`config.mk`:
```
export PLATFORM = sky130hd
export DESIGN_NAME = sisc_rf_wb
export DESIGN_NICKNAME = d
export VERILOG_FILES = /design/src/rtl/sisc_pkg.sv /design/src/rtl/sisc_rf_bank.sv /design/src/rtl/sisc_rf_wb.sv
export SDC_FILE = /design/constraint.sdc
export NUM_CORES = 1
export LEC_CHECK = 0
export BUFFER_PORTS_ARGS = -buffer_cell sky130_fd_sc_hd__buf_2
export CAP_MARGIN = 15
export CORE_MARGIN = 2
export CORE_UTILIZATION = 45
export CTS_BUF_LIST = sky130_fd_sc_hd__clkbuf_8
export DETAILED_ROUTE_END_ITERATION = 8
export SETUP_SLACK_MARGIN = 0.2
export SLEW_MARGIN = 40
export SYNTH_ARGS = -nofsm -noshare
export SYNTH_HDL_FRONTEND = slang
export SYNTH_SLANG_ARGS = --single-unit
```
`constraint.sdc`:
```
create_clock -name clk -period 4.1 [get_ports clk]
set_clock_uncertainty 0.1 [all_clocks]
set_input_delay 1.23 -clock clk [delete_from_list [all_inputs] [get_ports clk]]
set_output_delay 1.23 -clock clk [all_outputs]
set_load 0.02 [all_outputs]
```
`src/rtl/sisc_pkg.sv`:
```
// rtl/sisc_pkg.sv - shared widths, write-back selects and status bit positions for the SISC datapath
package sisc_pkg;

    localparam int DATA_W_DEF = 32;
    localparam int ADDR_W_DEF = 4;

    localparam logic WB_ALU = 1'b0;
    localparam logic WB_MEM = 1'b1;

    localparam int STAT_C = 3;
    localparam int STAT_V = 2;
    localparam int STAT_N = 1;
    localparam int STAT_Z = 0;

endpackage

```
`src/rtl/sisc_rf_bank.sv`:
```
// rtl/sisc_rf_bank.sv - 2R/1W register array with R0 tied to zero
module sisc_rf_bank
    import sisc_pkg::*;
#(
    parameter int DATA_W = DATA_W_DEF,
    parameter int ADDR_W = ADDR_W_DEF
) (
    input  logic              clk,
    input  logic              rst_f,
    input  logic              we,
    input  logic [ADDR_W-1:0] waddr,
    input  logic [DATA_W-1:0] wdata,
    input  logic [ADDR_W-1:0] raddr_a,
    input  logic [ADDR_W-1:0] raddr_b,
    output logic [DATA_W-1:0] rdata_a,
    output logic [DATA_W-1:0] rdata_b
);

    localparam int REG_CNT = 1 << ADDR_W;

    logic [DATA_W-1:0] r_mem [REG_CNT];

    always_ff @(posedge clk) begin
        if (!rst_f) begin
            for (int i = 0; i < REG_CNT; i++) begin
                r_mem[i] <= '0;
            end
        end else if (we && (waddr != '0)) begin
            r_mem[waddr] <= wdata;
        end
    end

    // R0 is forced on the read side too, so it is zero even before the first reset
    assign rdata_a = (raddr_a == '0) ? '0 : r_mem[raddr_a];
    assign rdata_b = (raddr_b == '0) ? '0 : r_mem[raddr_b];

endmodule

```
`src/rtl/sisc_rf_wb.sv`:
```
// rtl/sisc_rf_wb.sv - register file write-back datapath and status register
// Build option: SISC_RF_BYPASS_EN forwards the write-back value to a read port reading the register being written.
module sisc_rf_wb
    import sisc_pkg::*;
#(
    parameter int DATA_W = DATA_W_DEF,
    parameter int ADDR_W = ADDR_W_DEF
) (
    input  logic              clk,
    input  logic              rst_f,
    input  logic              rf_we,
    input  logic              wb_sel,
    input  logic              stat_en,
    input  logic [ADDR_W-1:0] read_rega,
    input  logic [ADDR_W-1:0] read_regb,
    input  logic [ADDR_W-1:0] write_reg,
    input  logic [DATA_W-1:0] alu_result,
    input  logic [DATA_W-1:0] mem_data,
    input  logic [3:0]        alu_stat,
    output logic [DATA_W-1:0] rsa,
    output logic [DATA_W-1:0] rsb,
    output logic [3:0]        stat
);

    logic [DATA_W-1:0] w_wb_data;
    logic [DATA_W-1:0] w_rdata_a;
    logic [DATA_W-1:0] w_rdata_b;
    logic [3:0]        r_stat;

    assign w_wb_data = (wb_sel == WB_MEM) ? mem_data : alu_result;

    sisc_rf_bank #(
        .DATA_W (DATA_W),
        .ADDR_W (ADDR_W)
    ) u_bank (
        .clk     (clk),
        .rst_f   (rst_f),
        .we      (rf_we),
        .waddr   (write_reg),
        .wdata   (w_wb_data),
        .raddr_a (read_rega),
        .raddr_b (read_regb),
        .rdata_a (w_rdata_a),
        .rdata_b (w_rdata_b)
    );

`ifdef SISC_RF_BYPASS_EN
    logic w_fwd_a;
    logic w_fwd_b;

    assign w_fwd_a = rf_we && (write_reg != '0) && (write_reg == read_rega);
    assign w_fwd_b = rf_we && (write_reg != '0) && (write_reg == read_regb);
    assign rsa     = w_fwd_a ? w_wb_data : w_rdata_a;
    assign rsb     = w_fwd_b ? w_wb_data : w_rdata_b;
`else
    assign rsa = w_rdata_a;
    assign rsb = w_rdata_b;
`endif

    // stat is never forwarded; ctrl sees new flags only after the edge
    always_ff @(posedge clk) begin
        if (!rst_f) begin
            r_stat <= 4'b0000;
        end else if (stat_en) begin
            r_stat <= alu_stat;
        end
    end

    assign stat = r_stat;

endmodule

```
# Yosys cells after proc, flatten, opt, wreduce, memory -nomap -nowiden

Memories as Yosys holds them, arrays and structs flattened.
Index checks and enable logic that the tools add are counted.
W data, S select, Z words.

Multiplexer cells: 10
Reductions and logical operators: 5

Operators with widths:

| operator            | number |
|---|---|
| $mux W32            | 4 |
| $reduce_or A32 Y1   | 1 |
| $logic_not A4 Y1    | 2 |
| $mux W1             | 5 |
| $mux W4             | 1 |
| $reduce_bool A4 Y1  | 1 |
| $logic_and A1 B1 Y1 | 1 |

Register bits after elaboration: 4
RAM bits: 512
Input bits: 85
Output and inout port bits: 68
Logic and storage cells: 17
Memories: 1

Memory list:

| name         | depth | bits a word | read ports | clocked after memory_dff | wr ports | line               | text |
|---|---|---|---|---|---|---|---|
| u_bank.r_mem | 16    | 32          | 2          | 0                        | 16       | sisc_rf_bank.sv:21 | `logic [DATA_W-1:0] r_mem [REG_CNT];` |

# Logic depth before layout (Yosys ltp)

Gate-level depths: netlist (run 1).

Depth after elaboration: 7
Depth in mapped cells: 7

# Cells and area by module

From an unflattened synthesis (run 1), not the netlist that was laid out.

Cell total of the unflattened synthesis: 1,826
Area, all modules: 26,277.7 sq um

Modules (own cells, without submodules):

| module       | instances | cells an instance | area each (sq um) |
|---|---|---|---|
| sisc_rf_bank | 1         | 1,777             | 25,583.3 |
| sisc_rf_wb   | 1         | 49                | 694.4 |

# Least setup slack after synthesis (run 1)

No wires, ideal clock.

Kind: input to output
From: in read_regb[1]
To: out rsb[2]
Arrival time: 2.822 ns
Data required time: 2.770 ns
Slack: -0.052 ns
Cell stages on the path: 5
Cell sequence: buf_2 -> buf_4 -> clkbuf_1 -> mux4_2 -> mux4_2

Word-level cells in the longest chain between the ends: 2
Elaborated cells between the ends (all ways): 3
Those cells by class: 1 x mux; 1 x reduce/logical; 1 x memory

RTL lines:

| item                                                       | line               | text |
|---|---|---|
| start, declared                                            | sisc_rf_wb.sv:15   | `input logic [ADDR_W-1:0] read_regb,` |
| $mem_v2 Z16 W32 / $logic_not A4 Y1 (equally long branches) | --                 |  |
| $mux W32 (*)                                               | sisc_rf_bank.sv:35 | `assign rdata_b = (raddr_b == '0) ? '0 : r_mem[raddr_b];` |
| end, declared                                              | sisc_rf_wb.sv:21   | `output logic [DATA_W-1:0] rsb,` |

Mark *: on every way between the ends. The rest lies on a longest branch, timed or not.

# Worst setup path in the final report (run 1)

From: in read_rega[0]
To: out rsa[23]

Word-level cells in the longest chain between the ends: 2
Elaborated cells between the ends (all ways): 3
Those cells by class: 1 x mux; 1 x reduce/logical; 1 x memory

RTL lines:

| item                                                       | line               | text |
|---|---|---|
| start, declared                                            | sisc_rf_wb.sv:14   | `input logic [ADDR_W-1:0] read_rega,` |
| $mem_v2 Z16 W32 / $logic_not A4 Y1 (equally long branches) | --                 |  |
| $mux W32 (*)                                               | sisc_rf_bank.sv:34 | `assign rdata_a = (raddr_a == '0) ? '0 : r_mem[raddr_a];` |
| end, declared                                              | sisc_rf_wb.sv:20   | `output logic [DATA_W-1:0] rsa,` |

Marked as above.

==> results of run 1 <==
[sequential cells by signal, summed over array words and instances, names as in the netlist]
register      count
u_bank.r_mem    480
stat              4
[repair_timing]
action | in CTS | in global routing
setup buffers | 40 | 10
setup endpoints to repair | 64 | 64
gates cloned | 22 | 5
pin swaps | 19 | 4
gates resized for setup | 186 | 24
[power groups by stage]
stage	clock, mW	sequential, mW	combinational (mW)
2_1_floorplan	0	5.91	1.15
3_3_place_gp	0	5.95	1.76
3_5_place_dp	0	5.97	1.77
4_1_cts	4.16	5.87	2.05
5_1_grt	4.37	5.91	2.19
6_report	4.12	5.88	2.11
[cells in the mapped netlist (6+ instances only)]
cell type  instances  area share
edfxtp_1         480        0.58
mux2i_1           38       0.015
nand2_1           31      0.0047
mux4_2           208        0.19
clkbuf_1         119       0.018
nand3_1            6      0.0012
nor2_1           488       0.073
buf_2             15      0.0030
a22o_1            62       0.022
buf_6             13      0.0059
mux4_1            46       0.048
mux2_2            64       0.029
[cell type report]
type,instances,area [um^2]
clock buffers,90,1240
inverters,2,7.51
well taps,748,936
clock inverters,49,255
fillers,4326,24200
repair buffers,387,4330
multi-input cells,956,9570
flip-flops and latches,484,14500
diodes,3,7.51
[routing by layer]
metal	track usage	vias up
li1	-	6853
met1	0.390	8773
met2	0.481	1127
met3	0.0620	169
met4	0.110	0
met5	0	-
[metrics by stage]
step / area, um^2 / total power, mW / setup TNS (ns) / setup WS, ns / utilization
2_1_floorplan: 24900 / 7.06 / 0 / 0.102 / -
3_3_place_gp: 27400 / 7.70 / -11.51 / -0.256 / 0.498
3_5_place_dp: 27400 / 7.74 / -11.88 / -0.290 / 0.498
4_1_cts: 30500 / 12.1 / -4.70 / -0.174 / 0.555
5_1_grt: 30800 / 12.5 / -6.63 / -0.235 / 0.561
6_report: 30800 / 12.1 / -5.26 / -0.181 / 0.561
[worst min path at each step]
stage	startpoint	end	slack [ns]	cells past startpoint
after floorplan	stat[0]	stat[0]	0.48	2
after global placement	stat[1]	stat[1]	0.37	2
after detailed placement	stat[1]	stat[1]	0.39	2
after CTS	stat[2]	stat[2]	0.41	2
after global routing	stat[1]	stat[1]	0.43	2
final	stat[3]	stat[3]	0.40	2
[worst min-delay path: cells and delay by family (launching register included)]
family | cells | cell delay (ns)
flops | 1 | 0.33
mux | 1 | 0.07
simple gates | 1 | 0.07
[cell families after synthesis]
kind of cell           share of synthesized area
AND/OR/NAND/NOR                           0.0816
flip-flops                                 0.581
multiplexers                               0.281
buffers and inverters                     0.0336
AO/OA/AOI/OAI                             0.0229
==> out/metrics.yaml, run 1 <==
placed_design:
  port_buffers: 152
  dp.cells: 2500
  dp_hpwl_mm: 45.3
  gp_congestion: 0.780
setup_path:
  reg2regPathDepth: 2
  crit_type: "input port to output pin"
  reg2reg_from: "stat[2]"
  r2r_end: "stat[2]"
  reg2reg_slack_ns: 3.41
  worstSetupEndpoint: "rsa[23]"
  startpoint_type: "input port"
  crit_slowest_cell: "mux4_2"
  crit_cells: 6
  critPathRequiredTime_ns: 2.77
  critPathTopFamily: "multiplexers"
  endpoint_kind: "output pin"
  critPathLaunch: "read_rega[0]"
  cp_cell_sequence: "clkbuf_16 > buf_12 > buf_12 > mux4_2 > mux4_2 > buf_6"
  crit_path_max_fanout: 8
  max_stage_delay_ns: 0.54
  path_buf_inv: 4
  cp.arrival_ns: 2.95
power_and_ir_drop:
  power_density_nw_per_um2: 393
  seqPwrFrac: 0.486
  switching_share: 0.262
  clkPwrFrac: 0.341
  p_sw_mw: 3.18
  ir_drop_mv: 0.189
  p_int_mw: 8.93
  p_comb_frac: 0.174
  p_leak_nw: 11.1
clock_tree:
  cts_tree: "built"
  cts.sinks: 484
  numCtsBuffers: 82
  cts_max_level: 3
  clkTransAtPathRegs_ns: 0.06
  cts-root-buf: "clkbuf_8"
  cts_hold_buf: 0
  cts_buffer_depth: 3
  clock_latency_ns: 0.66
synth:
  ys_seq_elements: 484
  synth_area_um2: 24900
  yosys_warnings: 0
  synthArstFlopShare: 0
  synth.avg_cell_area_um2: 15.5
  synth_fp_nets: 1690
  synth_edf_count: 480
  ys.flop_type: "edfxtp_1"
  syn_inst: 1605
  seq_area_frac_synth: 0.581
  ys_types: 25
route:
  via_per_inst: 6.22
  m1WireLength_mm: 31.4
  drtPass1Iterations: 5
  top_layer_used: "met4"
  drt_wl_total_mm: 83.5
  drt_iter0_markers: 2215
  wl_met2_mm: 40.8
  drc: 0
  vias: 16900
  wl_per_cell_um: 30.7
  route.met3.wl_mm: 8.65
  postRouteAntennaNets: 0
global_route:
  antenna_found_initial: 4
  grt_max_degree: 37
  grt_pass1_wl_mm: 118
  grt_overflow: 0
  grtUsageTotal: 0.294
  grt_pass1_vias: 17300
die:
  chipWidth_um: 239
  dieArea_um2: 57300
  std_cell_rows: 86
  core_um2: 55000
  initial_core_util: 0.453
  die-height_um: 239
  ioPinCount: 153
sta:
  finalHoldViolations: 0
  period_share: 1.04
  post-route-min-period_ns: 4.28
  fmax_mhz: 234
  setup_violations: 59
  tightestPinTransition_ns: 0.732
  slew_violations: 0
  grt_setup_unrepaired: "yes"
  holdWs_ns: 0.400
  finalWorstSetupSlack_ns: -0.181
  max_slew_margin: 0.512
min_path:
  hp-class: "flip-flop to flip-flop"
finish:
  final_common_cell: "nor2_1"
  fin_nets: 1998
  instances_no_fill: 2719
  area_delta_synth_final_pct: 23.7
  final_cell_mix: "488 x nor2_1, 480 x edfxtp_1, 251 x mux4_2"
  drive_above_1_share: 0.424
run_status:
  run_status: "complete, but fails checks"
  violations: "setup timing"
job:
  maxCapViolations: 0
(Power assumes the default switching activity.)
==> run 2: changes to the inputs <==
--- a/config.mk
+++ b/config.mk
@@ -9,7 +9,6 @@
 export CAP_MARGIN = 15
 export CORE_MARGIN = 2
 export CORE_UTILIZATION = 45
-export CTS_BUF_LIST = sky130_fd_sc_hd__clkbuf_8
 export DETAILED_ROUTE_END_ITERATION = 8
 export SETUP_SLACK_MARGIN = 0.2
 export SLEW_MARGIN = 40
==> constraint.sdc (replaced) <==
create_clock -name clk -period 4.05 [get_ports clk]
set_clock_uncertainty 0.1 [all_clocks]
set_input_delay 1.215 -clock clk [delete_from_list [all_inputs] [get_ports clk]]
set_output_delay 1.215 -clock clk [all_outputs]
set_load 0.02 [all_outputs]
==> run 2 against run 1 <==
Compared with the run above: critical path depth stayed put; hold slack better by 0.0010 ns; global-route usage is 0.89 points lower; via count is 1.7% lower; wire length is 3.6% lower; die area stayed put; clock power is 14% higher; sequential cell count stayed put; the run still ends with setup timing left; register-to-register slack worse by 0.06 ns; highest routed layer unchanged; first-iteration DRC count is 13% lower.
==> out/metrics.yaml, run 2 (synthesis gave the netlist of run 1 again) <==
setup_path:
  reg2reg_slack_ns: 3.35
  endpoint_kind: "output pin"
  startpoint_type: "input port"
  max_stage_delay_ns: 0.51
  critPathTopFamily: "multiplexers"
  path_buf_inv: 4
  critPathRequiredTime_ns: 2.73
  crit_type: "input port to output pin"
  cp.arrival_ns: 2.93
  crit_slowest_cell: "mux4_2"
  cp_cell_sequence: "clkbuf_16 > buf_12 > clkbuf_16 > mux4_2 > mux4_2 > buf_2"
  crit_path_max_fanout: 9
sta:
  tightestPinTransition_ns: 0.702
  finalHoldViolations: 0
  setup_violations: 62
  grt_setup_unrepaired: "yes"
  post-route-min-period_ns: 4.24
  finalWorstSetupSlack_ns: -0.191
  fmax_mhz: 236
  period_share: 1.05
  slew_violations: 0
  max_slew_margin: 0.532
route:
  drtPass1Iterations: 6
  vias: 16600
  drc: 0
  via_per_inst: 6.28
  drt_iter0_markers: 1921
  wl_per_cell_um: 30.4
  postRouteAntennaNets: 0
  drt_wl_total_mm: 80.5
placed_design:
  dp.cells: 2486
  dp_hpwl_mm: 45.3
  gp_congestion: 0.788
  port_buffers: 152
  dpl-instance-area_um2: 27400
clock_tree:
  cts_buffer_depth: 3
  clock_latency_ns: 0.58
  numCtsBuffers: 52
  cts-root-buf: "clkbuf_16"
  cts_hold_buf: 0
  clkTransAtPathRegs_ns: 0.06
  cts_max_level: 2
  cts.sinks: 484
  cts_tree: "built"
run_status:
  violations: "setup timing"
  run_status: "complete, but fails checks"
die:
  initial_core_util: 0.453
  chipWidth_um: 239
  ioPinCount: 153
  die-height_um: 239
  dieArea_um2: 57300
  core_um2: 55000
  std_cell_rows: 86
job:
  maxCapViolations: 0
finish:
  final_common_cell: "nor2_1"
  instances_no_fill: 2649
  max_flop_register: "u_bank.r_mem"
  final_cell_mix: "488 x nor2_1, 480 x edfxtp_1, 251 x mux4_2"
  diodes: 0
  largest_reg_flops: 480
  fin_nets: 1944
  drive_above_1_share: 0.409
  fin_util: 0.562
  final_cell_area_um2: 30900
  area_delta_synth_final_pct: 24.0
global_route:
  grt_overflow: 0
  antenna_found_initial: 0
  grt_max_degree: 33
  grt_pass1_vias: 16800
  grtUsageTotal: 0.286
  grt_pass1_wl_mm: 116
power_and_ir_drop:
  power_mw: 12.7
  p_leak_nw: 11.1
  ir_drop_mv: 0.286
  power_density_nw_per_um2: 412
min_path:
  hp-class: "flip-flop to flip-flop"
-- run 2: cell count changes in the layout (fill, tap and decap cells not counted), sizes merged --
cell / delta
bufbuf: +2
clkinv: -4
bufinv: +3
buf: -25
clkinvlp: -2
inv: -16
clkbuf: -25
diode: -3
-- run 2: worst min-delay path: stages, from the launching register on --
cell and delay [ns]:
dfxtp_1 0.33, mux2i_1 0.07, nor2_1 0.07
-- run 2: layout make-up --
type | count | area (um^2)
inverter | 2 | 7.51
clock inverter | 30 | 255
timing repair buffer | 363 | 4270
clock buffer | 66 | 1380
multi-input combinational | 956 | 9570
sequential | 484 | 14500
tap | 748 | 936
fill | 4272 | 24100
-- run 2: power breakdown --
part / total [mW] / internal, mW / switching [mW]
clock network: 4.68 / 2.70 / 1.98
logic: 2.12 / 1.08 / 1.03
registers: 5.94 / 5.80 / 0.147
total: 12.7 / 9.58 / 3.16
-- run 2: repair_timing --
action	4_1_cts	5_1_grt
gates resized for setup	172	9
pin swaps	10	3
cloned	28	4
setup buffers	27	8
endpoints found under the setup margin	64	64
-- run 2: per-layer routing --
| layer | part of all wire | vias up | global-route usage |
|---|---|---|---|
| li1 | - | 6750 | - |
| met1 | 0.38 | 8640 | 0.385 |
| met2 | 0.48 | 1052 | 0.465 |
| met3 | 0.097 | 192 | 0.0439 |
| met4 | 0.039 | 0 | 0.122 |
| met5 | 0 | - | 0 |
-- run 2: through the flow --
stage / hold slack, ns / TNS [ns] / setup WS (ns)
5_1_grt: 0.442 / -7.49 / -0.214
2_1_floorplan: 0.483 / 0 / 0.0821
3_5_place_dp: 0.389 / -12.12 / -0.287
6_report: 0.401 / -6.20 / -0.191
3_3_place_gp: 0.372 / -17.86 / -0.445
4_1_cts: 0.406 / -6.09 / -0.190
-- run 2: final timing paths --
check | start | to | cells past startpoint
setup / recovery | read_rega[0] | rsa[22] | 6
hold / removal | stat[3] | stat[3] | 2
setup reg to reg | stat[1] | stat[1] | 2
hold reg to reg | stat[3] | stat[3] | 2
==> run 3: changes to the inputs <==
--- a/config.mk
+++ b/config.mk
@@ -9,6 +9,7 @@
 export CAP_MARGIN = 15
 export CORE_MARGIN = 2
 export CORE_UTILIZATION = 45
+export CTS_BUF_LIST = sky130_fd_sc_hd__clkbuf_16
 export DETAILED_ROUTE_END_ITERATION = 8
 export SETUP_SLACK_MARGIN = 0.2
 export SLEW_MARGIN = 40
==> run 3 against run 2 <==
Compared with the run above: the flow still finishes with violations (setup timing); global-route usage unchanged; first-iteration DRC count is 1.6% higher; register-to-register slack hardly changed; core utilization did not move; critical path depth grew 1; via count hardly changed; final cell count unchanged; non-clock buffer count unchanged; combinational power about the same; wire length about the same; die area unchanged; critical path type unchanged; largest power group unchanged.
==> out/metrics.yaml, run 3 (synthesis gave the netlist of run 1 again) <==
setup_path:
  cp.arrival_ns: 2.92
  worstSetupEndpoint: "rsa[14]"
  reg2reg_from: "stat[1]"
  path_buf_inv: 5
  critPathTopFamily: "multiplexers"
  critPathLaunch: "read_rega[0]"
  crit_type: "input port to output pin"
  endpoint_kind: "output pin"
  critPathRequiredTime_ns: 2.73
  r2r_end: "stat[1]"
  startpoint_type: "input port"
  reg2reg_slack_ns: 3.35
  max_stage_delay_ns: 0.50
  crit_cells: 7
  cp_cell_sequence: "clkbuf_16 > buf_12 > buf_12 > buf_16 > mux4_2 > mux4_2 > buf_6"
  reg2regPathDepth: 2
  crit_path_max_fanout: 8
  crit_slowest_cell: "mux4_2"
global_route:
  grt_max_degree: 33
  grt_overflow: 0
  grt_pass1_wl_mm: 116
  grtUsageTotal: 0.286
  antenna_found_initial: 0
  grt_pass1_vias: 16800
route:
  drtPass1Iterations: 6
  wl_per_cell_um: 30.4
  via_per_inst: 6.28
  drc: 0
  drt_iter0_markers: 1951
  vias: 16600
  drt_wl_total_mm: 80.5
  postRouteAntennaNets: 0
finish:
  fin_nets: 1944
  drive_above_1_share: 0.409
  final_cell_area_um2: 30900
  diodes: 0
  fin_util: 0.562
  final_cell_mix: "488 x nor2_1, 480 x edfxtp_1, 251 x mux4_2"
  final_common_cell: "nor2_1"
  area_delta_synth_final_pct: 24.0
  max_flop_register: "u_bank.r_mem"
  largest_reg_flops: 480
job:
  maxCapViolations: 0
die:
  die-height_um: 239
  chipWidth_um: 239
  ioPinCount: 153
  initial_core_util: 0.453
  core_um2: 55000
  dieArea_um2: 57300
  std_cell_rows: 86
sta:
  setup_violations: 63
  post-route-min-period_ns: 4.24
  tightestPinTransition_ns: 0.704
  max_slew_margin: 0.530
  finalHoldViolations: 0
  fin_tns_setup_ns: -6.15
  fmax_mhz: 236
  period_share: 1.05
  finalWorstSetupSlack_ns: -0.190
  grt_setup_unrepaired: "yes"
  slew_violations: 0
clock_tree:
  cts_buffer_depth: 3
  cts_tree: "built"
  cts-root-buf: "clkbuf_16"
  clock_latency_ns: 0.58
  cts.sinks: 484
  cts_max_level: 2
  clkTransAtPathRegs_ns: 0.06
  numCtsBuffers: 52
placed_design:
  dpl-instance-area_um2: 27400
  port_buffers: 152
  dp_slack_ns: -0.287
  dp_hpwl_mm: 45.3
  gp_congestion: 0.788
power_and_ir_drop:
  ir_drop_mv: 0.284
  p_leak_nw: 11.1
  power_density_nw_per_um2: 411
run_status:
  run_status: "complete, but fails checks"
  violations: "setup timing"
min_path:
  hp-class: "flip-flop to flip-flop"
## run 3: cell count changes in the layout (fill, tap and decap cells not counted), sizes merged
cell / before / now
inv: 2 / 15
clkbuf: 74 / 61
## run 3: final cells by class
type | count | area (um^2)
well taps | 748 | 936
fillers | 4272 | 24100
flip-flops and latches | 484 | 14500
repair buffers | 363 | 4270
inverters | 2 | 7.51
clock buffers | 53 | 1330
clock inverters | 43 | 304
multi-input cells | 956 | 9570
## run 3: power breakdown
part,switching (mW),leakage (nW),internal [mW]
clock network,1.97,0.853,2.67
registers,0.147,4.61,5.80
logic,1.03,5.65,1.08
total,3.15,11.1,9.55
## run 3: worst min path at each step
stage | startpoint | end | slack, ns | cells after the start
after floorplan | stat[0] | stat[0] | 0.48 | 2
after global placement | stat[0] | stat[0] | 0.37 | 2
after detailed placement | stat[3] | stat[3] | 0.39 | 2
after CTS | stat[3] | stat[3] | 0.41 | 2
after global routing | stat[1] | stat[1] | 0.44 | 2
final | stat[3] | stat[3] | 0.40 | 2
## run 3: stage by stage
step / hold slack, ns / instances / power, mW
4_1_cts: 0.406 / 2637 / 12.7
5_1_grt: 0.442 / 2649 / 13.0
2_1_floorplan: 0.483 / 1605 / 7.15
3_3_place_gp: 0.372 / 2484 / 7.79
6_report: 0.401 / 2649 / 12.7
3_5_place_dp: 0.389 / 2486 / 7.84
## run 3: what timing repair did
item / 4_1_cts / 5_1_grt
buffers inserted: 27 / 8
endpoints found under the setup margin: 64 / 64
hold buffers: 0 / 0
gates cloned: 28 / 4
pin swaps: 10 / 3
gates resized for setup: 172 / 9
## run 3: per-layer routing
layer | wire length [um] | track usage | vias to the layer above
li1 | - | - | 6749
met1 | 30700 | 0.385 | 8726
met2 | 39200 | 0.465 | 977
met3 | 7470 | 0.0439 | 190
met4 | 3150 | 0.122 | 0
met5 | 0 | 0 | -
## run 3: worst register-to-register path, delay by kind of cell, from the launching register on
family	cells	cell delay, ns
AND/OR/NAND/NOR	1	0.05
multiplexers	1	0.13
flip-flops	1	0.31
